`config.mk`:
```
export PLATFORM = sky130hd
export DESIGN_NAME = sisc_fetch
export DESIGN_NICKNAME = d
export VERILOG_FILES = /design/src/rtl/sisc_fetch.sv
export SDC_FILE = /design/constraint.sdc
export NUM_CORES = 1
export LEC_CHECK = 0
export CORE_MARGIN = 3
export CORE_UTILIZATION = 48
export CTS_CLUSTER_SIZE = 20
export DETAILED_ROUTE_END_ITERATION = 12
export PLACE_DENSITY = 0.86
export SYNTH_ARGS = -nofsm -noshare
export SYNTH_HDL_FRONTEND = slang
export SYNTH_SLANG_ARGS = --single-unit
```
`constraint.sdc`:
```
create_clock -name clk -period 4.56 [get_ports clk]
set_input_delay 0.684 -clock clk [delete_from_list [all_inputs] [get_ports clk]]
set_output_delay 0.684 -clock clk [all_outputs]
set_load 0.005 [all_outputs]
```
`src/rtl/sisc_fetch.sv`:
```
// SISC instruction fetch stage: PC, IR and req/ack instruction-memory reads.
// Define FETCH_TIMEOUT_EN to add a sticky ack-timeout flag with request retry.
//
// state | meaning
// ------+--------------------------------------------------------------
// FETCH | read request to imem at PC; a cycle with req low re-issues it
// EXEC  | IR presented to ctrl, waiting for instr_done
// HALT  | HLT retired, fetch stopped until reset
module sisc_fetch #(
   parameter int                ADDR_W      = 16,
   parameter logic [ADDR_W-1:0] RESET_PC    = '0,
   parameter logic [3:0]        HALT_OP     = 4'hF,
   parameter int                TIMEOUT_CYC = 15
) (
   input  logic              clk,
   input  logic              rst_f,
   output logic              imem_req,
   output logic [ADDR_W-1:0] imem_addr,
   input  logic              imem_ack,
   input  logic [31:0]       imem_data,
   output logic [31:0]       instruction,
   output logic              instr_valid,
   input  logic              instr_done,
   input  logic              br_taken,
   input  logic              br_rel,
   input  logic [15:0]       br_target,
   output logic [ADDR_W-1:0] pc_out,
   output logic              halted,
   output logic              fetch_err
);

   typedef enum logic [1:0] {
      FETCH = 2'd0,
      EXEC  = 2'd1,
      HALT  = 2'd2
   } state_t;

   state_t            state_q, state_nxt;
   logic [ADDR_W-1:0] pc_q, pc_nxt;
   logic [31:0]       ir_q, ir_nxt;
   logic              valid_q, valid_nxt;
   logic              req_q, req_nxt;
   logic              halted_q, halted_nxt;

   // Branch target widened to 32 bits so any ADDR_W up to 32 slices cleanly;
   // the relative offset is sign-extended, the absolute target zero-extended.
   logic [31:0]       br_off32, br_abs32;
   assign br_off32 = {{16{br_target[15]}}, br_target};
   assign br_abs32 = {16'h0000, br_target};

`ifdef FETCH_TIMEOUT_EN
   localparam int TMR_W = ($clog2(TIMEOUT_CYC + 1) < 4) ? 4 : $clog2(TIMEOUT_CYC + 1);
   localparam logic [TMR_W-1:0] TMR_LOAD = TMR_W'(TIMEOUT_CYC - 1);
   logic [TMR_W-1:0] tmr_q, tmr_nxt;
   logic             err_q, err_nxt;
`endif

   always_ff @(posedge clk) begin
      if (rst_f) begin
         state_q  <= FETCH;
         pc_q     <= RESET_PC;
         ir_q     <= '0;
         valid_q  <= 1'b0;
         req_q    <= 1'b0;
         halted_q <= 1'b0;
`ifdef FETCH_TIMEOUT_EN
         tmr_q    <= TMR_LOAD;
         err_q    <= 1'b0;
`endif
      end else begin
         state_q  <= state_nxt;
         pc_q     <= pc_nxt;
         ir_q     <= ir_nxt;
         valid_q  <= valid_nxt;
         req_q    <= req_nxt;
         halted_q <= halted_nxt;
`ifdef FETCH_TIMEOUT_EN
         tmr_q    <= tmr_nxt;
         err_q    <= err_nxt;
`endif
      end
   end

   always_comb begin
      state_nxt  = state_q;
      pc_nxt     = pc_q;
      ir_nxt     = ir_q;
      valid_nxt  = valid_q;
      req_nxt    = req_q;
      halted_nxt = halted_q;
`ifdef FETCH_TIMEOUT_EN
      tmr_nxt    = tmr_q;
      err_nxt    = err_q;
`endif
      case (state_q)
         FETCH: begin
            if (!req_q) begin
               // Issue cycle: after reset or a timeout back-off the request is raised here.
               req_nxt = 1'b1;
`ifdef FETCH_TIMEOUT_EN
               tmr_nxt = TMR_LOAD;
`endif
            end else if (imem_ack) begin
               ir_nxt    = imem_data;
               pc_nxt    = pc_q + 1'b1;
               valid_nxt = 1'b1;
               req_nxt   = 1'b0;
               state_nxt = EXEC;
            end else begin
`ifdef FETCH_TIMEOUT_EN
               if (tmr_q == '0) begin
                  err_nxt = 1'b1;
                  req_nxt = 1'b0;
               end else begin
                  tmr_nxt = tmr_q - 1'b1;
               end
`endif
            end
         end
         EXEC: begin
            if (instr_done) begin
               valid_nxt = 1'b0;
               if (ir_q[31:28] == HALT_OP) begin
                  halted_nxt = 1'b1;
                  state_nxt  = HALT;
               end else begin
                  if (br_taken)
                     pc_nxt = br_rel ? pc_q + br_off32[ADDR_W-1:0] : br_abs32[ADDR_W-1:0];
                  req_nxt   = 1'b1;
                  state_nxt = FETCH;
`ifdef FETCH_TIMEOUT_EN
                  tmr_nxt   = TMR_LOAD;
`endif
               end
            end
         end
         HALT: begin
            req_nxt   = 1'b0;
            valid_nxt = 1'b0;
         end
         default: begin
            state_nxt = FETCH;
            req_nxt   = 1'b0;
         end
      endcase
   end

   assign imem_req    = req_q;
   assign imem_addr   = pc_q;
   assign pc_out      = pc_q;
   assign instruction = ir_q;
   assign instr_valid = valid_q;
   assign halted      = halted_q;
`ifdef FETCH_TIMEOUT_EN
   assign fetch_err   = err_q;
`else
   assign fetch_err   = 1'b0;
`endif

endmodule

```
==> flow_metrics.env, run 1 <==
export IMPL_status="finished, final reports clean"
export IMPL_synth_enable_flop_cells=0
export IMPL_grtUsageTotal_pct=24.5
export IMPL_grt_pass1_vias=3372
export IMPL_worstSkewPairLatency_ns=0.30
export IMPL_die_area_um2=8380
export IMPL_seq_area_um2=1060
export IMPL_synth_warnings=0
export IMPL_cts_reportedPaths_clkPinSlew_ns=0.11
export IMPL_seq_power_share_pct=37.1
export IMPL_coreArea_um2=6940
export IMPL_timing_final_crit_share_pct=62.0
export IMPL_initial_core_util_pct=50.6
export IMPL_cts_buffers=5
export IMPL_slew_viol_final=0
export IMPL_netlist_area_um2=3510
export IMPL_fmax_ghz=0.354
export IMPL_finalPower_uw=1610
export IMPL_io_pin_count=122
export IMPL_wl_um=10800
export IMPL_yosys_cell_count_top_type="nand2_1"
export IMPL_route_vias_total=3758
export IMPL_grt_pass1_wl_um=17000
export IMPL_finalSetupViolCount=0
export IMPL_p_clk_share_pct=16.5
export IMPL_p_per_area_nw_per_um2=343
export IMPL_io_buffers=120
export IMPL_syn_nets=545
export IMPL_end_kind="flop"
export IMPL_drive_gt1_share_pct=4.67
export IMPL_slew_headroom_pct=24.2
export IMPL_switching_share_pct=38.7
export IMPL_antenna_found_initial=0
export IMPL_post_synth_top_area_cell="dfxtp_1"
export IMPL_holdCritPathClass="flop to flop"
export IMPL_fin_nets=631
export IMPL_switchingPower_uw=623
export IMPL_cts_buffer_depth=2
export IMPL_post_route_min_period_ns=2.83
export IMPL_synth_common_cells="nand2_1, a21oi_1, dfxtp_1"
export IMPL_cts_root_buf="clkbuf_8"
export IMPL_finalHoldViolations=0
export IMPL_cp_start_kind="input pin"
export IMPL_fin_hold_ws_ns=0.459
export IMPL_fin_worst_skew_ns=0.0122
export IMPL_ys_top_cells_by_area="dfxtp_1, nand2_1, a21oi_1"
export IMPL_tns_ns=0
export IMPL_drt_iter0_drc=263
export IMPL_max_stage_delay_ns=0.54
export IMPL_synthArstFlopShare_pct=0
export IMPL_fill_cells=585
export IMPL_ys_flop_type="dfxtp_1"
export IMPL_diodes=0
export IMPL_ys_seq_area_share_pct=30.2
export IMPL_syn_inst=470
export IMPL_rows=30
export IMPL_die_h_um=91.6
export IMPL_cts_tree="yes"
export IMPL_synth_avg_cell_area_um2=7.48
export IMPL_die_w_um=91.6
export IMPL_maxCapViolations=0
export IMPL_final_antenna_net_count=0
export IMPL_wl_per_cell_um=16.5
export IMPL_gp_congestion=1.01
export IMPL_leakagePower_uw=0.00168
export IMPL_p_int_uw=988
export IMPL_cp_max_fo=3
export IMPL_htreeDepth=2
export IMPL_cp_common_cell="a211o_1"
export IMPL_grt_max_degree=50
export IMPL_crit_chain="clkdlybuf4s50_1, ha_1, a211o_1, a211o_1, and2_4, o211ai_1, nor4_1, or3b_1"
export IMPL_dp_hpwl_um=8010
export IMPL_synth_seq_cells=53
export IMPL_worstSetupPathType="input pin to flop"
export IMPL_cts_setup_buffers=0
export IMPL_drcViolationCount=0
export IMPL_vias_per_cell=5.75
export IMPL_ir_drop_mv=0.246
export IMPL_holdBufCountCts=0
export IMPL_synth_top_area_share_pct=30.2
export IMPL_syn_to_final_growth_pct=33.5
export IMPL_cts_resized=0
export IMPL_worstMarginPinSlew_ns=1.14
export IMPL_grt_setup_unrepaired="no"
export IMPL_multi_input_area_um2=2170
export IMPL_cts_sinks=53
export IMPL_synth_cell_types=68
export IMPL_p_comb_share_pct=46.3
export IMPL_grt_ovfl_total=0
export IMPL_cp_slowest_cell="clkdlybuf4s50_1"
export IMPL_firstDrtPassIters=5
export IMPL_crit_required_ns=4.76
export IMPL_arrival_ns=3.02
==> power groups by stage <==
stage / clock network (uW) / registers [uW] / logic, uW
final: 266 / 598 / 747
after global routing: 292 / 610 / 819
after CTS: 275 / 597 / 744
after detailed placement: 0 / 608 / 737
after global placement: 0 / 602 / 722
after floorplan: 0 / 596 / 466
==> critical path, delay by kind of cell <==
kind,cells,cell delay [ns]
buffers and inverters,1,0.54
adder cells (fa/ha/maj),1,0.27
AND/OR/NAND/NOR,3,0.64
AO/OA/AOI/OAI,3,0.88
==> cell families after synthesis <==
kind of cell,after synthesis,share of synthesized area (%)
AO/OA/AOI/OAI,143,25.6
multiplexers,5,1.50
XOR/XNOR,8,1.99
other,1,0.107
flip-flops,53,30.2
buffers and inverters,53,7.94
adder cells (fa/ha/maj),21,7.69
AND/OR/NAND/NOR,186,25.0
==> sequential cells by signal, indices dropped and copies added (netlist names) <==
| signal | count |
|---|---|
| halted | 1 |
| imem_addr | 16 |
| imem_req | 1 |
| instr_valid | 1 |
| instruction | 32 |
| state_q | 2 |
==> per-stage QoR <==
stage | util, % | instance area [um2] | setup WS (ns) | cells
6_report | 67.5 | 4690 | 1.73 | 653
5_1_grt | 67.5 | 4690 | 1.59 | 653
4_1_cts | 67.5 | 4690 | 1.77 | 653
3_5_place_dp | 66.3 | 4600 | 1.45 | 645
3_3_place_gp | 66.3 | 4600 | 1.48 | 645
2_1_floorplan | - | 3510 | 2.02 | 470
==> cells in the final DEF, fill, tap and decap left out, types with 9 or more instances in the layout <==
cell type        count
o21ai_0             22
nor2_1              29
ha_1                20
a21oi_1             61
nand2_1             91
clkdlybuf4s50_1    119
nand3_1             17
inv_1               10
nand4_1             10
dfxtp_1             53
a31oi_1              9
==> per-layer routing <==
metal / share of wire [%] / vias up / wire [um] / GRT usage, %
li1: - / 1840 / - / -
met1: 41 / 1769 / 4400 / 30.9
met2: 52 / 135 / 5560 / 43.5
met3: 5.6 / 14 / 604 / 3.31
met4: 1.8 / 0 / 197 / 6.16
met5: 0 / - / 0 / 0
==> worst paths after layout <==
| check | start | depth (start not counted) | end | slack (ns) |
|---|---|---|---|---|
| hold reg to reg | instruction[27] | 2 | instruction[27] | 0.46 |
| hold / removal | instruction[27] | 2 | instruction[27] | 0.46 |
| setup / recovery | br_target[1] | 8 | imem_addr[15] | 1.73 |
| setup reg to reg | state_q[0] | 8 | imem_addr[15] | 1.99 |
==> area by class of cell <==
class	instances	area share, %
Sequential cell	53	22.6
Clock inverter	2	0.320
Tap cell	96	2.56
Inverter	10	0.800
Timing Repair Buffer	122	25.8
Clock buffer	6	1.55
Multi-Input combinational cell	364	46.3
No activity file was read; power rests on OpenSTA's default activity.
==> run 2, diff against run 1 <==
- CORE_UTILIZATION: 48 -> 46
- PLACE_DENSITY: 0.86 -> 0.83
- clock period: 4.56 -> 2.9 ns (I/O delays scaled with it)
==> run 2 against run 1 <==
Net effect:
- routed wire length is 2.6% lower
- clock power is 66% higher
- global-route usage shrank 0.91 points
- clock skew down 0.0042 ns
- total power grew 62%
- final area rose by 2.5%
- non-clock buffer count up 14
- largest power group unchanged
==> flow_metrics.env, run 2 (synthesis results as in run 1) <==
export IMPL_fmax_ghz=0.387
export IMPL_crit_required_ns=3.16
export IMPL_wl_per_cell_um=15.7
export IMPL_cts_resized=0
export IMPL_finalSetupViolCount=0
export IMPL_maxCapViolations=0
export IMPL_largest_reg_flops=32
export IMPL_io_pin_count=122
export IMPL_wl_um=10500
export IMPL_fin_worst_skew_ns=0.00805
export IMPL_die_area_um2=8720
export IMPL_holdBufCountCts=0
export IMPL_rows=31
export IMPL_route_vias_total=3862
export IMPL_syn_to_final_growth_pct=36.8
export IMPL_worstSkewPairLatency_ns=0.31
export IMPL_cp_max_fo=4
export IMPL_ir_drop_mv=0.367
export IMPL_end_kind="flop"
export IMPL_p_per_area_nw_per_um2=544
export IMPL_cts_reportedPaths_clkPinSlew_ns=0.11
export IMPL_coreArea_um2=7330
export IMPL_timing_final_crit_share_pct=89.0
export IMPL_die_h_um=93.4
export IMPL_fin_nets=645
export IMPL_stdcell_area_um2=4810
export IMPL_antenna_found_initial=0
export IMPL_cts_setup_buffers=0
export IMPL_drcViolationCount=0
export IMPL_grt_pass1_vias=3596
export IMPL_slew_headroom_pct=65.8
export IMPL_arrival_ns=2.84
export IMPL_htreeDepth=2
export IMPL_use_met3_pct=6.52
export IMPL_cts_buffers=5
export IMPL_use_met1_pct=28.4
export IMPL_grt_max_degree=47
export IMPL_vias_per_cell=5.76
export IMPL_dpl_instance_area_um2=4710
export IMPL_firstDrtPassIters=5
export IMPL_initial_core_util_pct=47.9
export IMPL_final_antenna_net_count=0
export IMPL_gp_congestion=0.969
export IMPL_worstMarginPinSlew_ns=0.513
export IMPL_finalHoldViolations=0
export IMPL_cp_start_kind="input pin"
export IMPL_cts_root_buf="clkbuf_8"
export IMPL_io_buffers=120
export IMPL_cts_buffer_depth=2
export IMPL_diodes=0
export IMPL_grt_busiest_layer="met2"
export IMPL_cts_sinks=53
export IMPL_drt_iter0_drc=188
export IMPL_layout_commonest_cell="clkdlybuf4s50_1"
export IMPL_grt_pass1_wl_um=16900
export IMPL_drive_gt1_share_pct=7.18
export IMPL_worstSetupPathType="input pin to flop"
export IMPL_use_met2_pct=40.0
export IMPL_holdCritPathClass="input pin to flop"
export IMPL_final_cell_mix="clkdlybuf4s50_1, nand2_1, a21oi_1, dfxtp_1, nor2_1"
export IMPL_grtUsageTotal_pct=23.5
export IMPL_slew_viol_final=0
export IMPL_grt_setup_unrepaired="no"
export IMPL_dp_hpwl_um=7970
export IMPL_finalPower_uw=2610
export IMPL_grt_ovfl_total=0
export IMPL_post_route_min_period_ns=2.58
export IMPL_cts_tree="yes"
export IMPL_tns_ns=0
export IMPL_die_w_um=93.4
export IMPL_status="finished, final reports clean"
export IMPL_leakagePower_uw=0.00176
run 2: worst max-delay path: stages:
cell,delay (ns)
clkdlybuf4s50_1,0.43
ha_1,0.23
fa_1,0.42
a21o_2,0.26
a311o_1,0.42
nand2_1,0.10
a211oi_1,0.08
or3b_1,0.38
nand3_1,0.08
run 2: layout make-up:
cell class                 instances  area, um2
inverter                          10       37.5
fill                             615       2520
sequential                        53       1060
tap                               99        124
clock inverter                     3       25.0
timing repair buffer             136       1320
clock buffer                       5       68.8
multi-input combinational        364       2170
run 2: path summary, 6_finish.rpt:
check	start	end	slack, ns	depth (start not counted)
setup / recovery	br_target[0]	imem_addr[12]	0.32	9
hold / removal	rst_f	imem_addr[14]	0.37	2
setup reg to reg	imem_addr[1]	imem_addr[12]	0.42	7
hold reg to reg	instruction[25]	instruction[25]	0.46	2
run 2: power breakdown:
group          internal, uW  total [uW]  switching [uW]
Combinational           607        1250             641
Clock                   175         441             266
Sequential              823         923            99.8
run 2: routing by layer:
metal	up-vias	part of all wire, %
met3	26	9.5
met2	174	49
met4	0	2.5
met1	1795	39
li1	1867	-
met5	-	0
run 2: metrics by stage:
stage	worst slack, ns	utilization [%]	hold WS [ns]	std cells
floorplan	0.611	-	0.442	470
global placement	0.0432	64.3	0.437	662
detailed placement	0.0119	64.3	0.445	662
CTS	0.331	65.6	0.362	670
global route	0.175	65.6	0.376	670
finish	0.319	65.6	0.374	670
